[src/rtl/spi_angle_rx.sv]
// spi_angle_rx: SPI mode-0 slave that receives a 16-bit {angle_x, angle_y}
// word for the servo PWM stage, range-checks both bytes and echoes the last
// accepted word on miso during the next transfer.
//
// Optional feature macro: ANGLE_CLAMP_EN
//   defined   - an out-of-range angle byte is clamped to MAX_ANGLE and the
//               frame is accepted; length errors are still rejected.
//   undefined - any byte above MAX_ANGLE rejects the whole frame.
//
// Ports:
//   CLK        system clock
//   rst_n      asynchronous active-low reset
//   sck        SPI clock from host (asynchronous)
//   mosi       SPI data in (asynchronous)
//   cs_n       SPI chip select, active low (asynchronous)
//   miso       SPI data out, 0 when deselected
//   data_out   last accepted frame, [15:8]=angle_x, [7:0]=angle_y
//   rx_valid   one-cycle strobe, data_out updated
//   frame_err  one-cycle strobe, frame rejected
//   err_count  saturating rejected-frame counter
module spi_angle_rx #(
  parameter int unsigned FRAME_BITS  = 16,
  parameter int unsigned MAX_ANGLE   = 180,
  parameter int unsigned RESET_ANGLE = 90,
  parameter int unsigned SYNC_STAGES = 2
) (
  input  logic        CLK,
  input  logic        rst_n,
  input  logic        sck,
  input  logic        mosi,
  input  logic        cs_n,
  output logic        miso,
  output logic [15:0] data_out,
  output logic        rx_valid,
  output logic        frame_err,
  output logic [7:0]  err_count
);

  localparam int unsigned W  = 16;
  localparam int unsigned B  = 8;
  localparam int unsigned CW = 5;
  localparam int unsigned PW = SYNC_STAGES + 1;

  localparam logic [CW-1:0] CNT_MAX   = CW'(31);
  localparam logic [CW-1:0] FRAME_CNT = CW'(FRAME_BITS);
  localparam logic [B-1:0]  MAX_B     = B'(MAX_ANGLE);
  localparam logic [B-1:0]  RST_B     = B'(RESET_ANGLE);
  localparam logic [B-1:0]  ERR_MAX   = B'(255);

  typedef enum logic [1:0] {
    IDLE   = 2'd0,
    ACTIVE = 2'd1,
    CHECK  = 2'd2
  } state_t;

  // Synchroniser chains; the extra top bit of sck/cs is the edge-history flop.
  logic [PW-1:0]          sck_pipe;
  logic [PW-1:0]          cs_pipe;
  logic [PW-1:0]          fill;
  logic [SYNC_STAGES-1:0] mosi_sync;
  logic                   armed;

  logic sck_rise, sck_fall, cs_fall, cs_rise, mosi_s, start;

  state_t         state, state_nxt;
  logic [CW-1:0]  bit_cnt, bit_cnt_nxt;
  logic [W-1:0]   rx_shift, rx_shift_nxt;
  logic [W-1:0]   tx_shift, tx_shift_nxt;
  logic [W-1:0]   data_out_nxt;
  logic           rx_valid_nxt, frame_err_nxt, miso_nxt;
  logic [B-1:0]   err_count_nxt;
  logic           cs_hold, cs_hold_nxt;
  logic           len_ok, x_ok, y_ok;

  // Input synchronisers. cs_n resets high; arming waits until the chain holds
  // real samples and shows cs_n high, so a select held low across reset exit
  // never starts a frame.
  always_ff @(posedge CLK or negedge rst_n) begin
    if (!rst_n) begin
      sck_pipe  <= '0;
      cs_pipe   <= '1;
      mosi_sync <= '0;
      fill      <= '0;
      armed     <= 1'b0;
    end else begin
      sck_pipe  <= {sck_pipe[PW-2:0], sck};
      cs_pipe   <= {cs_pipe[PW-2:0], cs_n};
      mosi_sync <= {mosi_sync[SYNC_STAGES-2:0], mosi};
      fill      <= {fill[PW-2:0], 1'b1};
      armed     <= armed | (fill[PW-1] & cs_pipe[PW-1]);
    end
  end

  assign sck_rise = sck_pipe[PW-2] & ~sck_pipe[PW-1];
  assign sck_fall = ~sck_pipe[PW-2] & sck_pipe[PW-1];
  assign cs_rise  = cs_pipe[PW-2] & ~cs_pipe[PW-1];
  assign cs_fall  = ~cs_pipe[PW-2] & cs_pipe[PW-1] & armed;
  assign mosi_s   = mosi_sync[SYNC_STAGES-1];
  // A select arriving during CHECK is held one cycle and honoured in IDLE.
  assign start    = cs_fall | cs_hold;

  assign len_ok = (bit_cnt == FRAME_CNT);
  assign x_ok   = (rx_shift[15:8] <= MAX_B);
  assign y_ok   = (rx_shift[7:0] <= MAX_B);

  // State register.
  always_ff @(posedge CLK or negedge rst_n) begin
    if (!rst_n) state <= IDLE;
    else        state <= state_nxt;
  end

  // Next-state logic.
  always_comb begin
    state_nxt = state;
    case (state)
      IDLE:    if (start) state_nxt = ACTIVE;
      ACTIVE:  if (cs_rise) state_nxt = CHECK;
      CHECK:   state_nxt = IDLE;
      default: state_nxt = IDLE;
    endcase
  end

  // Output / datapath next values.
  always_comb begin
    bit_cnt_nxt   = bit_cnt;
    rx_shift_nxt  = rx_shift;
    tx_shift_nxt  = tx_shift;
    data_out_nxt  = data_out;
    err_count_nxt = err_count;
    rx_valid_nxt  = 1'b0;
    frame_err_nxt = 1'b0;
    miso_nxt      = 1'b0;
    cs_hold_nxt   = 1'b0;
    case (state)
      IDLE: begin
        if (start) begin
          bit_cnt_nxt  = '0;
          tx_shift_nxt = data_out;
        end
      end
      ACTIVE: begin
        miso_nxt = tx_shift[W-1];
        if (sck_rise) begin
          rx_shift_nxt = {rx_shift[W-2:0], mosi_s};
          if (bit_cnt != CNT_MAX) bit_cnt_nxt = bit_cnt + CW'(1);
        end
        if (sck_fall) tx_shift_nxt = {tx_shift[W-2:0], 1'b0};
      end
      CHECK: begin
        cs_hold_nxt = cs_fall;
`ifdef ANGLE_CLAMP_EN
        if (len_ok) begin
          data_out_nxt = {(x_ok ? rx_shift[15:8] : MAX_B),
                          (y_ok ? rx_shift[7:0]  : MAX_B)};
          rx_valid_nxt = 1'b1;
        end else begin
`else
        if (len_ok && x_ok && y_ok) begin
          data_out_nxt = rx_shift;
          rx_valid_nxt = 1'b1;
        end else begin
`endif
          frame_err_nxt = 1'b1;
          if (err_count != ERR_MAX) err_count_nxt = err_count + B'(1);
        end
      end
      default: ;
    endcase
  end

  // Datapath and output registers.
  always_ff @(posedge CLK or negedge rst_n) begin
    if (!rst_n) begin
      bit_cnt   <= '0;
      rx_shift  <= '0;
      tx_shift  <= '0;
      data_out  <= {RST_B, RST_B};
      err_count <= '0;
      rx_valid  <= 1'b0;
      frame_err <= 1'b0;
      miso      <= 1'b0;
      cs_hold   <= 1'b0;
    end else begin
      bit_cnt   <= bit_cnt_nxt;
      rx_shift  <= rx_shift_nxt;
      tx_shift  <= tx_shift_nxt;
      data_out  <= data_out_nxt;
      err_count <= err_count_nxt;
      rx_valid  <= rx_valid_nxt;
      frame_err <= frame_err_nxt;
      miso      <= miso_nxt;
      cs_hold   <= cs_hold_nxt;
    end
  end

endmodule

[config.mk]
export PLATFORM = sky130hd
export DESIGN_NAME = spi_angle_rx
export DESIGN_NICKNAME = d
export VERILOG_FILES = /design/src/rtl/spi_angle_rx.sv
export SDC_FILE = /design/constraint.sdc
export NUM_CORES = 1
export LEC_CHECK = 0
export BUFFER_PORTS_ARGS = -buffer_cell sky130_fd_sc_hd__buf_2
export CORE_MARGIN = 1
export CORE_UTILIZATION = 40
export DETAILED_ROUTE_END_ITERATION = 8
export PLACE_DENSITY = 0.59
export SLEW_MARGIN = 10
export SYNTH_ARGS = -nofsm -noshare
export SYNTH_HDL_FRONTEND = slang
export SYNTH_SLANG_ARGS = --single-unit
[constraint.sdc]
create_clock -name CLK -period 2.8 [get_ports CLK]
set_input_delay 0.84 -clock CLK [delete_from_list [all_inputs] [get_ports CLK]]
set_output_delay 0.84 -clock CLK [all_outputs]
set_load 0.02 [all_outputs]
After elaboration in Yosys (flattened, before gate mapping):

Cells that the tools add are included.

* $add $sub $neg: 2
* order comparisons: 2
* equal/unequal tests: 10
* mux-type cells: 16
* bitwise logic cells: 13
* reductions and logical operators: 10

Operator list (count)
* two-way mux 16 bit: 2
* case mux 16 bit (2 select lines): 1
* <= comparator 8 bit (second input constant): 2
* two-way mux 5 bit: 3
* inequality test 2 bit (second input constant): 5
* case mux 5 bit (2 select lines): 1
* adder 8 x 1 -> 8 bit (second input constant): 1
* inequality test 8 bit (second input constant): 1
* bitwise AND 1 bit: 6
* two-way mux 1 bit: 6
* AND reduction 2 bit: 3
* AND reduction 3 bit: 2
* adder 5 x 1 -> 5 bit (second input constant): 1
* equality test 5 bit (second input constant): 1
* inequality test 5 bit (second input constant): 1
* NOT 1 bit: 5
* two-way mux 2 bit: 2
* case mux 2 bit (2 select lines): 1
* AND reduction 4 bit: 1
* equality test 2 x 1 -> 1 bit (second input constant): 1
* equality test 2 bit (second input constant): 1
* logical AND 1 bit: 2
* zero test 2 bit: 1
* OR 1 bit: 2
* nonzero test 2 bit: 1

* bits in registers: 79
* output and inout port bits: 27

Depth between registers and ports, before layout:

* depth in word-level cells: 6
* depth in mapped cells: 8

Worst setup path after synthesis:

No wires, ideal clock.

* path type: reg2reg
* start point: register bit_cnt[0]
* end point: register bit_cnt[3]
* setup time: 123 ps
* arrival: 2035 ps
* data required time: 2677 ps
* setup slack: 642 ps
* cell stages (with the launch flop): 9
* path buffers: 0
* period minus slack after synthesis: 2158 ps
* cells stage by stage: dfrtp_1 ha_1 and3_1 ha_1 or3b_2 a221oi_1 nand4_1 xor2_1 nor2_1

* longest elaborated chain between the ends: 4

Ends and longest elaborated chain
* start, declared: line 66 `logic [CW-1:0] bit_cnt, bit_cnt_nxt;`
* start signal, assigned: line 184 `bit_cnt <= bit_cnt_nxt;`
* adder 5 x 1 -> 5 bit: line 145 `if (bit_cnt != CNT_MAX) bit_cnt_nxt = bit_cnt + CW'(1);`
* two-way mux 5 bit: line 145
* two-way mux 5 bit: line 143 `if (sck_rise) begin`
* case mux 5 bit (2 select lines): line 134 `case (state)`

Parallel ways exist; a longest one is shown, timed or not. The select of a mux whose other input is x is not followed.
A chain may end at the register's enable or synchronous reset.

Worst setup path in the final report:

* start point: register rx_shift[14]
* end point: register data_out[2]

* longest elaborated chain between the ends: 4

Ends and longest elaborated chain
* start, declared: line 67 `logic [W-1:0] rx_shift, rx_shift_nxt;`
* start signal, assigned: line 185 `rx_shift <= rx_shift_nxt;`
* <= comparator 8 bit: line 103 `assign x_ok = (rx_shift[15:8] <= MAX_B);`
* logical AND 1 bit (2 in a row): line 158 `if (len_ok && x_ok && y_ok) begin`
* AND reduction 2 bit (no line)
* end signal, assigned: line 177 `data_out <= {RST_B, RST_B};`
* end signal, assigned: line 187 `data_out <= data_out_nxt;`
* end, declared: line 33 `output logic [15:0] data_out,`

No other way between the ends.

==> summary.txt <==
Placement
  • PortBufs: 31
  • Placer's final routability congestion estimate: 0.792
  • Worst slack at placement: 0.417 ns
  • HPWL after detailed placement: 3.99 mm

Clocking
  • Post-CTS Resized: 0
  • Total CTS buffers: 9
  • TritonCTS Sinks: 79
  • CTS tree: done
  • Root buf cell: clkbuf_8
  • Clock transition at path regs: 0.08 ns
  • CTS HTree Levels: 3
  • Setup bufs post-CTS: 0
  • Bufs on Longest Clock Path: 2
  • Skew-Pair Late Insertion Delay: 0.35 ns
  • CTS hold repair buffers: 0

Cells and area
  • Utilization after layout: 48.6%
  • Area growth syn-to-layout: 16.1%
  • Layout cells sized above 1: 33.3%
  • Multi-input logic area: 0.00119 mm²
  • FF/Latch Area: 0.00199 mm²
  • # diodes: 0
  • Filler Cell Count: 697
  • Fin nets: 310

Worst setup path
  • Critical Path Fanout Max: 17
  • CP Cell Sequence: nand4b_1 > or4_1 > a311o_1 > nor2_8 > mux2_2
  • Slowest-stage cell, CP: a311o_1
  • Worst setup SP type: flop
  • Register-to-register setup slack: 0.41 ns
  • Worst path bufs/invs: 0
  • CP Data Arrival Time: 2.63 ns
  • WP data required: 3.04 ns
  • Crit path capture type: flop
  • Family with the most delay on the worst path: simple AND/OR/NAND/NOR gates
  • CP Class: reg -> reg
  • Max incr delay on CP: 0.55 ns

Drt
  • Drt wl/cell: 14.1 µm
  • Antenna Nets Post-Route: 0
  • Detailed Route Iter0 Violations: 79
  • Via density: 5.04
  • DR pass1 iterations: 4
  • # DRC: 0
  • Via Count: 2057
  • Detailed Route WL: 5.77 mm

Synthesis
  • Synth Warn #: 0
  • Synthesized area per cell: 12.3 µm²
  • Cell taking the most area after synthesis: dfrtp_1
  • Synth cell types: 41
  • Syn nets: 274
  • Synth Register Bits: 79
  • Number of synthesized flops with an enable pin: 0
  • Share of the yosys chip area belonging to registers: 60.9%
  • Mapped Area: 0.00327 mm²
  • Cell count after synthesis: 265
  • Asr flop ratio synth: 100%
  • Top cells by area, synth: dfrtp_1 52%, dfstp_2 8.8%, mux2_2 8.3%
  • Synth top area share: 52.1%
  • Top FF cell, synth: dfrtp_1

Timing
  • Setup violations, final: 0
  • Final Skew: 0.00509 ns
  • Worst Tran Pin Value: 0.551 ns
  • Final worst path period need: 2.39 ns
  • Final Max Tran Viols: 0
  • Final hold viol count: 0
  • Final setup margin: 0.407 ns
  • Final worst-path cycle share: 85.5%
  • Rel. slew slack: 63.2%
  • Min Hold Slack: 0.350 ns
  • Fmax: 418 MHz
  • Post-route setup TNS: 0 ns
  • RSZ-0062 raised after global routing: no

Floorplan
  • Die H: 92.4 µm
  • FP Rows: 32
  • CORE AREA: 0.00781 mm²
  • Initial Utilization: 41.9%
  • DIE WIDTH: 92.4 µm
  • I/O pins: 32
  • Die area: 0.00854 mm²

GRT
  • Met1 Usage GRT: 20.4%
  • Largest net degree at the start of global routing: 46
  • Met3 Use GR: 2.63%
  • Number of global-route vias before repair: 1976
  • GRT Overall Usage: 15.3%
  • First-pass GRT wire length: 9.87 mm
  • Grt total ovfl: 0
  • Initial antenna violation count: 0
  • Met2 Use GR: 23.2%
  • Grt peak-use layer: met2

Power
  • Maximum VDD drop: 0.000459 V
  • Leak Pwr: 1.79 nW
  • Power per cell area: 897 mW/mm²

Outcome
  • Outcome: finished, final reports clean

Worst hold path
  • HP Class: reg -> reg

Flow run
  • Maxcap violations: 0
==> worst paths after layout <==
check / from / to / cells past startpoint
worst min register to register: mosi_sync[0] / mosi_sync[1] / 0
worst max register to register: rx_shift[14] / data_out[2] / 5
worst min-delay path: mosi_sync[0] / mosi_sync[1] / 0
worst max-delay path: rx_shift[14] / data_out[2] / 5
min in group asynchronous: rst_n / armed / 1
max in group asynchronous: rst_n / data_out[12] / 2
==> report_power, final <==
group          switching [mW]  internal [mW]
sequential              0.184           1.39
clock                   0.401          0.677
combinational           0.434          0.320
==> cell usage in the layout (no fill, tap or decap), drive strengths merged, types with 2 or more instances in the layout <==
master  netlist  routed
clkinv        0       3
bufinv        0       4
a21oi         5       5
nand3         5       5
a31oi        18      18
dfrtp        68      68
o211ai        2       2
a21o          4       4
xnor2         5       5
o21ai         4       4
nor2b         3       3
and4          2       2
xor2          2       2
nor2         26      26
or2b          2       2
nand2        35      35
dfstp        11      11
inv           4       4
and2          2       2
nand2b        4       4
ha            4       4
and3          2       2
mux2         33      33
buf           4      36
clkbuf        6       9
nand4         3       3
==> cell usage after synthesis, types with 2 or more instances <==
master / count
a21o_1: 4
a21oi_1: 5
a31oi_1: 18
and3_1: 2
and4_1: 2
clkbuf_1: 6
dfrtp_1: 68
dfstp_2: 11
ha_1: 4
inv_1: 4
mux2_2: 24
mux2_4: 9
nand2_1: 35
nand2b_1: 4
nand3_1: 5
nand4_1: 3
nor2_1: 25
nor2b_1: 3
o211ai_1: 2
o21ai_0: 4
or2b_2: 2
xnor2_1: 5
xor2_1: 2
==> area by class of cell <==
type	count	area share, %
clock inverters	7	3.56
multi-input cells	171	31.5
well taps	102	3.36
repair buffers	36	5.47
inverters	4	0.396
clock buffers	9	3.27
flip-flops and latches	79	52.5
==> flip-flops by register name (all words and copies together), names as in the netlist, 3 cells and up <==
name	count
data_out	16
sck_pipe	3
bit_cnt	5
fill	3
err_count	8
cs_pipe	3
rx_shift	16
tx_shift	16
==> kinds of logic (layout without fill, tap and decap cells) <==
| group | count (synthesis) | after routing | share of synthesized area [%] |
|---|---|---|---|
| other cells | 1 | 1 | 0.115 |
| simple gates | 89 | 89 | 13.2 |
| flops | 79 | 79 | 60.9 |
| compound gates | 37 | 37 | 7.27 |
| fa+ha+maj | 4 | 4 | 1.53 |
| mux | 33 | 33 | 12.4 |
| xor+xnor | 7 | 7 | 1.88 |
| buf+inv | 15 | 56 | 2.68 |
==> per-stage QoR <==
step	total power [mW]	instances	area, µm²
global route	3.64	408	3790
detailed placement	2.36	392	3530
finish	3.40	408	3790
floorplan	2.13	265	3270
global placement	2.34	392	3530
CTS	3.45	408	3790
==> layer usage <==
| layer | up-vias | routed length [µm] |
|---|---|---|
| met4 | 0 | 169 |
| met5 | - | 0 |
| li1 | 994 | - |
| met3 | 13 | 146 |
| met2 | 33 | 2660 |
| met1 | 1017 | 2800 |
(Power assumes the default switching activity.)
